### src/rtl/div_pkg.sv
// Shared definitions for the iterative RV32M divide/remainder unit.
package div_pkg;

  // funct3[1:0] encodings; bit 0 set = unsigned, bit 1 set = remainder
  localparam logic [1:0] OP_DIV  = 2'b00;
  localparam logic [1:0] OP_DIVU = 2'b01;
  localparam logic [1:0] OP_REM  = 2'b10;
  localparam logic [1:0] OP_REMU = 2'b11;

  // Default datapath width and the matching iteration counter width
  localparam int DIV_WIDTH = 32;
  localparam int CNT_W     = $clog2(DIV_WIDTH) + 1;

  typedef enum logic [2:0] {
    IDLE,
    ABS_A,
    ABS_B,
    ITER,
    FIX,
    DONE
  } div_state_t;

endpackage

### src/rtl/add_and_subtract.sv
// Shared adder/subtractor; cout is the carry out, i.e. "no borrow" when subtracting.
module add_and_subtract #(
  parameter int WIDTH = 33
) (
  input  logic [WIDTH-1:0] a,
  input  logic [WIDTH-1:0] b,
  input  logic             subtract,
  output logic [WIDTH-1:0] sum,
  output logic             cout
);

  logic [WIDTH-1:0] b_eff;

  // Two's-complement subtract as a + ~b + 1
  always_comb begin
    b_eff       = subtract ? ~b : b;
    {cout, sum} = {1'b0, a} + {1'b0, b_eff} + {{WIDTH{1'b0}}, subtract};
  end

endmodule

### src/rtl/iterative_divider.sv
// Multi-cycle restoring divider for DIV/DIVU/REM/REMU sharing one adder across all steps.
module iterative_divider
  import div_pkg::*;
#(
  parameter int WIDTH = DIV_WIDTH
) (
  input  logic             clk,
  input  logic             rst_n,
  input  logic             start,
  input  logic [1:0]       op,
  input  logic [WIDTH-1:0] dividend,
  input  logic [WIDTH-1:0] divisor,
  output logic             busy,
  output logic             done,
  output logic [WIDTH-1:0] result
);

  localparam int AW = WIDTH + 1;
  localparam int CW = $clog2(WIDTH) + 1;

  div_state_t       state_q, state_d;
  logic [1:0]       op_q, op_d;
  logic [WIDTH-1:0] a_q, a_d;
  logic [WIDTH-1:0] b_q, b_d;
  logic [WIDTH-1:0] q_q, q_d;
  logic [WIDTH-1:0] r_q, r_d;
  logic             neg_q_q, neg_q_d;
  logic             neg_r_q, neg_r_d;
  logic [CW-1:0]    cnt_q, cnt_d;
  logic [WIDTH-1:0] result_q, result_d;

  logic [AW-1:0]    add_a, add_b, add_sum;
  logic             add_sub, add_cout;
  logic             add_msb_unused;

  logic             acc_signed, acc_div0, acc_ovf;
  logic [WIDTH-1:0] fix_sel;
  logic             fix_neg;

  add_and_subtract #(.WIDTH(AW)) u_addsub (
    .a        (add_a),
    .b        (add_b),
    .subtract (add_sub),
    .sum      (add_sum),
    .cout     (add_cout)
  );

  // The top sum bit is never needed: magnitudes and trial remainders fit in WIDTH bits
  assign add_msb_unused = add_sum[AW-1];

  // Adder operand mux, time-multiplexed by state
  always_comb begin
    add_a   = '0;
    add_b   = '0;
    add_sub = 1'b0;
    case (state_q)
      ABS_A: begin
        add_sub = 1'b1;
        add_b   = {1'b0, a_q};
      end
      ABS_B: begin
        add_sub = 1'b1;
        add_b   = {1'b0, b_q};
      end
      ITER: begin
        add_sub = 1'b1;
        add_a   = {r_q, a_q[WIDTH-1]};
        add_b   = {1'b0, b_q};
      end
      FIX: begin
        add_sub = 1'b1;
        add_b   = {1'b0, fix_sel};
      end
      default: ;
    endcase
  end

  // Next-state and datapath register updates
  always_comb begin
    state_d    = state_q;
    op_d       = op_q;
    a_d        = a_q;
    b_d        = b_q;
    q_d        = q_q;
    r_d        = r_q;
    neg_q_d    = neg_q_q;
    neg_r_d    = neg_r_q;
    cnt_d      = cnt_q;
    result_d   = result_q;
    acc_signed = ~op[0];
    acc_div0   = (divisor == '0);
    acc_ovf    = acc_signed && (dividend == {1'b1, {(WIDTH-1){1'b0}}}) && (divisor == '1);
    fix_sel    = op_q[1] ? r_q : q_q;
    fix_neg    = op_q[1] ? neg_r_q : neg_q_q;
    case (state_q)
      IDLE, DONE: begin
        state_d = IDLE;
        if (start) begin
          op_d    = op;
          a_d     = dividend;
          b_d     = divisor;
          q_d     = '0;
          r_d     = '0;
          cnt_d   = '0;
          neg_q_d = acc_signed & (dividend[WIDTH-1] ^ divisor[WIDTH-1]);
          neg_r_d = acc_signed & dividend[WIDTH-1];
          if (acc_div0) begin
            state_d  = DONE;
            result_d = op[1] ? dividend : '1;
          end else if (acc_ovf) begin
            state_d  = DONE;
            result_d = op[1] ? '0 : dividend;
          end else begin
            state_d = ABS_A;
          end
        end
      end
      ABS_A: begin
        if (!op_q[0] && a_q[WIDTH-1]) a_d = add_sum[WIDTH-1:0];
        state_d = ABS_B;
      end
      ABS_B: begin
        if (!op_q[0] && b_q[WIDTH-1]) b_d = add_sum[WIDTH-1:0];
        cnt_d   = '0;
        state_d = ITER;
      end
      ITER: begin
        if (add_cout) begin
          r_d = add_sum[WIDTH-1:0];
          q_d = {q_q[WIDTH-2:0], 1'b1};
        end else begin
          r_d = {r_q[WIDTH-2:0], a_q[WIDTH-1]};
          q_d = {q_q[WIDTH-2:0], 1'b0};
        end
        a_d   = {a_q[WIDTH-2:0], 1'b0};
        cnt_d = cnt_q + CW'(1);
        if (cnt_q == CW'(WIDTH - 1)) state_d = FIX;
      end
      FIX: begin
        result_d = fix_neg ? add_sum[WIDTH-1:0] : fix_sel;
        state_d  = DONE;
      end
      default: state_d = IDLE;
    endcase
  end

  // State and datapath registers; async reset aborts any operation in flight
  always_ff @(posedge clk or negedge rst_n) begin
    if (!rst_n) begin
      state_q  <= IDLE;
      op_q     <= '0;
      a_q      <= '0;
      b_q      <= '0;
      q_q      <= '0;
      r_q      <= '0;
      neg_q_q  <= 1'b0;
      neg_r_q  <= 1'b0;
      cnt_q    <= '0;
      result_q <= '0;
    end else begin
      state_q  <= state_d;
      op_q     <= op_d;
      a_q      <= a_d;
      b_q      <= b_d;
      q_q      <= q_d;
      r_q      <= r_d;
      neg_q_q  <= neg_q_d;
      neg_r_q  <= neg_r_d;
      cnt_q    <= cnt_d;
      result_q <= result_d;
    end
  end

  assign busy   = (state_q == ABS_A) || (state_q == ABS_B) ||
                  (state_q == ITER)  || (state_q == FIX);
  assign done   = (state_q == DONE);
  assign result = result_q;

endmodule

### config.mk
export PLATFORM = sky130hd
export DESIGN_NAME = iterative_divider
export DESIGN_NICKNAME = d
export VERILOG_FILES = /design/src/rtl/div_pkg.sv /design/src/rtl/add_and_subtract.sv /design/src/rtl/iterative_divider.sv
export SDC_FILE = /design/constraint.sdc
export NUM_CORES = 1
export LEC_CHECK = 0
export ABC_CLOCK_PERIOD_IN_PS = 3680
export BUFFER_PORTS_ARGS = -buffer_cell sky130_fd_sc_hd__buf_4
export CORE_MARGIN = 2
export CORE_UTILIZATION = 30
export DETAILED_ROUTE_END_ITERATION = 10
export GPL_ROUTABILITY_DRIVEN = 0
export GPL_TIMING_DRIVEN = 0
export PLACE_DENSITY_LB_ADDON = 0.05
export SLEW_MARGIN = 10
export SYNTH_ARGS = -nofsm -noshare
export SYNTH_HDL_FRONTEND = slang
export SYNTH_SLANG_ARGS = --single-unit
### constraint.sdc
create_clock -name clk -period 3.68 [get_ports clk]
set_input_delay 0.368 -clock clk [delete_from_list [all_inputs] [get_ports clk]]
set_output_delay 0.368 -clock clk [all_outputs]
set_load 0.005 [all_outputs]
# Word-level counts from Yosys, hierarchy flattened
# Index checks and enable logic that the tools add are counted.
classes:
  add_sub_neg: 3
  eq_ne: 13
  muxes: 31
  n_bitwise: 5
  n_reduce_logical: 24
ops:
  columns: ["op", "count"]
  rows:
  - ["2-to-1 mux 32 bit", 13]
  - ["one-hot mux 32 bit (2 select lines)", 4]
  - ["one-hot mux 32 bit (3 select lines)", 2]
  - ["2-to-1 mux 33 bit", 2]
  - ["== test 32 bit (second input constant)", 2]
  - ["adder 33 x 33 -> 34 bit", 1]
  - ["adder 34 x 1 -> 34 bit", 1]
  - ["inverter 32 -> 33 bit", 1]
  - ["zero test 32 bit", 1]
  - ["one-hot mux 6 bit (3 select lines)", 1]
  - ["one-hot mux 3 bit (5 select lines)", 1]
  - ["2-to-1 mux 3 bit", 4]
  - ["AND reduction 3 bit", 3]
  - ["!= test 2 bit (second input constant)", 4]
  - ["adder 6 x 1 -> 6 bit (second input constant)", 1]
  - ["== test 3 x 2 -> 1 bit (second input constant)", 2]
  - ["== test 3 bit (second input constant)", 2]
  - ["== test 6 x 5 -> 1 bit (second input constant)", 1]
  - ["2-to-1 mux 6 bit", 1]
  - ["AND reduction 2 bit", 3]
  - ["nonzero test 2 bit", 3]
  - ["nonzero test 3 bit", 2]
  - ["logical AND 1 bit", 4]
  - ["OR reduction 2 bit", 2]
  - ["other kinds (10)", 15]
word_totals:
  regBits: 173
  inputBits: 69
  wordCells: 86

# Longest topological paths before layout
depth:
  word_depth: 9
  mapped_depth: 18
  ltp_nobuf: 14

# Modules after synthesis
# From an unflattened synthesis, not the netlist that was laid out.
unflattened:
  hier_cells: 1615
  hier_area_um2: 12903.6
modules_own_cells:
  columns: ["module", "instances", "cells_each", "area_per_inst_um2", "seq_area_each_um2"]
  rows:
  - ["iterative_divider", 1, 1313, 10759.1, 4329.2]
  - ["add_and_subtract", 1, 302, 2144.6, 0.0]

# Worst setup path after synthesis
# No wires, ideal clock.
synth_timing:
  path_type: "flip-flop to flip-flop"
  from: "register op_q[1]"
  to: "register r_q[9]"
  setup_time_ns: 0.126
  t_arrival_ns: 3.707
  setup_slack_ns: -0.153
  stages_incl_launch_ff: 17
  path_buffers: 5
  synth_period_minus_slack_ns: 3.833
  path_cell_list: "dfrtp_1 buf_2 buf_1 buf_1 mux2_2 o22ai_1 ha_1 a21o_1 a21o_1 a21oi_1 o21ai_2 a32oi_1 a31o_2 buf_4 buf_2 nor2_1 a221o_1"
synth_between:
  elab_chain_cells: 8
synth_lines:
  columns: ["item", "line", "rtl"]
  rows:
  - ["start, declared", "iterative_divider.sv:22", "logic [1:0] op_q, op_d;"]
  - ["start signal, assigned", "iterative_divider.sv:162", "op_q <= op_d;"]
  - ["2-to-1 mux 32 bit (*)", "iterative_divider.sv:93", "fix_sel = op_q[1] ? r_q : q_q;"]
  - ["one-hot mux 32 bit (3 select lines) (*)", "iterative_divider.sv:56", "case (state_q)"]
  - ["inverter 32 -> 33 bit", "add_and_subtract.sv:16", "b_eff = subtract ? ~b : b;"]
  - ["2-to-1 mux 33 bit (*)", "add_and_subtract.sv:16", null]
  - ["adder 33 x 33 -> 34 bit (*)", "add_and_subtract.sv:17", "{cout, sum} = {1'b0, a} + {1'b0, b_eff} + {{WIDTH{1'b0}}, subtract};"]
  - ["adder 34 x 1 -> 34 bit (*)", "add_and_subtract.sv:17", null]
  - ["2-to-1 mux 32 bit (*)", "iterative_divider.sv:128", "if (add_cout) begin"]
  - ["one-hot mux 32 bit (2 select lines) (*)", "iterative_divider.sv:95", "case (state_q)"]
  - ["end signal, assigned", "iterative_divider.sv:166", "r_q <= r_d;"]
  - ["end, declared", "iterative_divider.sv:26", "logic [WIDTH-1:0] r_q, r_d;"]
# Mark *: on every way between the ends. The rest lies on a longest branch, timed or not.
# A chain may end at the register's enable or synchronous reset.

# Final worst setup path
layout_timing:
  from: "register state_q[2]"
  to: "register result_q[21], in the netlist result[21]"
layout_between:
  elab_chain_cells: 9
  word_cells_on_any_way: 22
  cone_classes: "2 x add/sub; 7 x eq/ne; 6 x mux; 1 x bitwise; 6 x reduce/logical"
layout_lines:
  columns: ["item", "line", "rtl"]
  rows:
  - ["start, declared", "iterative_divider.sv:21", "div_state_t state_q, state_d;"]
  - ["start signal, assigned", "iterative_divider.sv:161", "state_q <= state_d;"]
  - ["== test 3 x 2 -> 1 bit", "iterative_divider.sv:56", null]
  - ["OR reduction 2 bit (no line)", null, null]
  - ["one-hot mux 32 bit (3 select lines)", "iterative_divider.sv:56", null]
  - ["inverter 32 -> 33 bit", "add_and_subtract.sv:16", null]
  - ["2-to-1 mux 33 bit", "add_and_subtract.sv:16", null]
  - ["adder 33 x 33 -> 34 bit", "add_and_subtract.sv:17", null]
  - ["adder 34 x 1 -> 34 bit", "add_and_subtract.sv:17", null]
  - ["2-to-1 mux 32 bit", "iterative_divider.sv:140", "result_d = fix_neg ? add_sum[WIDTH-1:0] : fix_sel;"]
  - ["one-hot mux 32 bit (2 select lines)", "iterative_divider.sv:95", null]
  - ["end signal, assigned", "iterative_divider.sv:170", "result_q <= result_d;"]
  - ["end, declared", "iterative_divider.sv:30", "logic [WIDTH-1:0] result_q, result_d;"]
# Parallel ways exist; a longest one is shown, timed or not.

==> flow_summary.json <==
{
  "relSlewSlack": 0.162,
  "rsz0062_at_grt": "true",
  "core-area_um2": 38800,
  "portBuffers": 102,
  "slowest_stage": "dfrtp_1",
  "fin_ws_ns": -0.0104,
  "first_pass_iters": 5,
  "busiest_layer": "met2",
  "rows": 72,
  "die_h_um": 203,
  "cts-root-buf": "clkbuf_16",
  "synth_flop_cell": "dfrtp_1",
  "avgViaCountPerCell": 5.86,
  "overflow": 0,
  "totalWireLength_mm": 59.7,
  "cts_tree": "built",
  "arrival_ns": 4.01,
  "period_minus_slack_ns": 3.69,
  "grt_usage": 0.289,
  "outcome": "finished with violations",
  "area_growth_pct": 34.2,
  "htree_levels": 4,
  "dp_hpwl_mm": 45.5,
  "cts_buffer_depth": 2,
  "crit_start": "state_q[2]",
  "end_kind": "flop",
  "die_w_um": 203,
  "worst_path_largest_cell_delay_ns": 0.36,
  "drcViolationCount": 0,
  "worstPathCellList": "buf_4 -> nor2b_2 -> buf_6 -> buf_6 -> clkbuf_8 -> and3_4 -> ha_4 -> a21oi_1 -> o21ai_2 -> a41oi_2 -> nor3_2 -> buf_4 -> a311oi_2 -> xnor2_2 -> a211oi_2 -> a31oi_1",
  "stdcell_area_um2": 15900,
  "drive_above_1_share": 0.264,
  "dieArea_um2": 41100,
  "nNetsFinal": 1745,
  "fillers": 4025,
  "synthesis.area_um2": 11800,
  "cp_top_family": "compound AO/OA/AOI/OAI gates",
  "ioPinCount": 103,
  "synth_cell_types": 70,
  "wire_per_inst_um": 27.5,
  "start_util": 0.305,
  "gr-usage-met2": 0.465,
  "cts.sinks": 173,
  "drtIter0Drc": 1175,
  "grtUsageMet1": 0.399,
  "insertion_delay_ns": 0.47,
  "ys_seq_area_frac": 0.365,
  "synth_edf_count": 0,
  "worstMarginPinSlew_ns": 1.25,
  "avgSynthCellArea_um2": 8.07,
  "hold_path.class": "in -> reg",
  "post-route-util": 0.410,
  "antenna_found_initial": 1,
  "cp_max_fo": 10,
  "period_share": 1.00,
  "ys_ff_latch": 173,
  "synth_nets": 1571,
  "met3_usage": 0.0419,
  "place_area_um2": 13300,
  "vias": 12700,
  "cp_num_buf_inv": 5,
  "grt_max_degree": 89,
  "cts_buffers": 17,
  "cp-start-kind": "flop",
  "clock.fmax_mhz": 271,
  "violations": "negative setup slack",
  "required_ns": 4.00,
  "postSynth.asyncResetShare": 1.00,
  "grt_pass1_vias": 12600,
  "syn_inst": 1469,
  "min_from": "op[0]",
  "setup_viol": 2,
  "grt_pass1_wl_mm": 86.3,
  "diodes": 0,
  "hold_viol": 0,
  "worstReg2RegStart": "state_q[2]",
  "critical_path_class": "reg -> reg",
  "maxCapViolations": 0,
  "slew_viol_final": 0,
  "final_antenna_net_count": 0,
  "skew_ns": 0.0143,
  "cts.clk_slew.worst_paths_ns": 0.07,
  "yosys_warnings": 0
}
==> worst paths after layout <==
| path | cells after the start | slack (ns) | to |
|---|---|---|---|
| max | 16 | -0.01 | result[21] |
| max in group asynchronous | 3 | 2.23 | r_q[3] |
| min | 2 | 0.17 | neg_q_q |
| max reg2reg | 16 | -0.01 | result[21] |
| min in group asynchronous | 2 | 0.48 | result[22] |
| min reg2reg | 1 | 0.49 | cnt_q[5] |
==> synth_stat cells (4+ instances only) <==
library cell / instances / area share
nand3_1: 61 / 0.026
mux2_2: 29 / 0.028
nand2b_1: 30 / 0.016
clkbuf_1: 93 / 0.029
buf_2: 7 / 0.0030
inv_1: 16 / 0.0051
a221oi_1: 4 / 0.0030
a211o_1: 11 / 0.0081
o22a_1: 28 / 0.021
buf_1: 11 / 0.0035
or3_1: 9 / 0.0048
nor4_1: 17 / 0.0090
a211oi_1: 20 / 0.013
o31ai_1: 8 / 0.0051
xnor2_1: 25 / 0.018
o21ai_0: 103 / 0.044
a21boi_0: 4 / 0.0025
o211ai_1: 43 / 0.027
o21bai_1: 5 / 0.0032
dfrtp_1: 173 / 0.37
and2_1: 9 / 0.0048
ha_1: 32 / 0.034
o211a_1: 4 / 0.0034
nand2_1: 234 / 0.074
and3_1: 49 / 0.026
o22ai_1: 28 / 0.015
a21oi_1: 82 / 0.035
a32oi_1: 5 / 0.0037
nor3_1: 29 / 0.012
a22o_1: 5 / 0.0037
a221o_1: 4 / 0.0034
a21o_1: 9 / 0.0057
buf_4: 6 / 0.0038
nor2_1: 116 / 0.037
a31oi_1: 54 / 0.029
o21a_1: 9 / 0.0057
mux2i_1: 25 / 0.021
nand4_1: 19 / 0.010
xor2_1: 6 / 0.0044
==> cell families (layout without fill, tap and decap cells) <==
| family | Yosys count | count (layout) | share of synthesized area |
|---|---|---|---|
| AO/OA/AOI/OAI | 448 | 448 | 0.246 |
| XOR/XNOR | 31 | 31 | 0.0229 |
| adder cells (fa/ha/maj) | 33 | 33 | 0.0355 |
| buffers and inverters | 135 | 321 | 0.0460 |
| flip-flops | 173 | 173 | 0.365 |
| multiplexers | 54 | 54 | 0.0487 |
| AND/OR/NAND/NOR | 595 | 595 | 0.235 |
==> state kept, by name (all words and copies together), names as in the netlist <==
name / cells
a_q: 32
b_q: 32
q_q: 32
r_q: 32
result: 32
cnt_q: 6
state_q: 3
op_q: 2
neg_q_q: 1
neg_r_q: 1
==> metrics by stage <==
| stage | setup slack [ns] | std cells | hold WS [ns] | TNS (ns) |
|---|---|---|---|---|
| 4_1_cts | -0.00430 | 2140 | 0.142 | -0.00430 |
| 5_1_grt | -0.0650 | 2173 | 0.155 | -0.509 |
| 6_report | -0.0104 | 2173 | 0.166 | -0.0117 |
| 3_5_place_dp | -1.61 | 2090 | 0.434 | -135.78 |
| 3_3_place_gp | -1.70 | 2089 | 0.474 | -138.68 |
| 2_1_floorplan | 0.0151 | 1469 | 0.0724 | 0 |
==> layout by cell type (no fill, tap or decap), types with 7 or more instances in the layout <==
master,n
mux2i_1,22
inv_1,15
a21o_1,9
nand4_1,19
o22ai_2,14
a21oi_1,63
clkbuf_1,55
buf_8,7
buf_6,12
ha_1,12
a21oi_2,17
or3_1,9
o22ai_1,8
o22a_1,28
a211o_1,11
o21ai_2,7
and3_1,46
xnor2_2,17
clkbuf_8,10
nor3_1,26
o21ai_0,90
buf_12,7
clkbuf_16,19
nand2b_1,30
ha_4,15
buf_4,168
nor2_1,110
dfrtp_1,173
and2_1,7
nor4_1,15
nand3_1,59
o21a_1,7
a211oi_2,12
a31oi_1,50
nand2_1,229
mux2_2,27
o211ai_1,43
a211oi_1,7
==> worst reg2reg max path, delay by kind of cell (launching register included) <==
kind                     cells  cell delay [ns]
AO/OA/AOI/OAI                6             1.39
buffers and inverters        5             0.89
AND/OR/NAND/NOR              3             0.45
flip-flops                   1             0.36
adder cells (fa/ha/maj)      1             0.23
XOR/XNOR                     1             0.23
==> cell type report <==
type,instances,area (µm²),share of cell area
multi-input combinational,1161,8110,0.510
sequential,173,4330,0.272
timing repair buffer,167,1320,0.0831
buffer,106,785,0.0493
tap,518,648,0.0408
clock buffer,22,474,0.0298
clock inverter,9,158,0.00992
inverter,17,71.3,0.00449
==> per-layer routing <==
layer,share of wire,up-vias
li1,-,5744
met1,0.45,6349
met2,0.46,566
met3,0.066,81
met4,0.028,0
met5,0,-
==> what timing repair did <==
| action | CTS | global route |
|---|---|---|
| gates resized for setup | 244 | 110 |
| cloned | 0 | 1 |
| setup buffers | 27 | 35 |
| pin swaps | 30 | 35 |
| setup endpoints to repair | 121 | 104 |
| hold endpoints to repair | 85 | 0 |
| hold buffers | 1 | 0 |
Power is left out: the tool's default activity adds up to more than one toggle a clock period on the data nets, which glitch-free logic cannot reach.
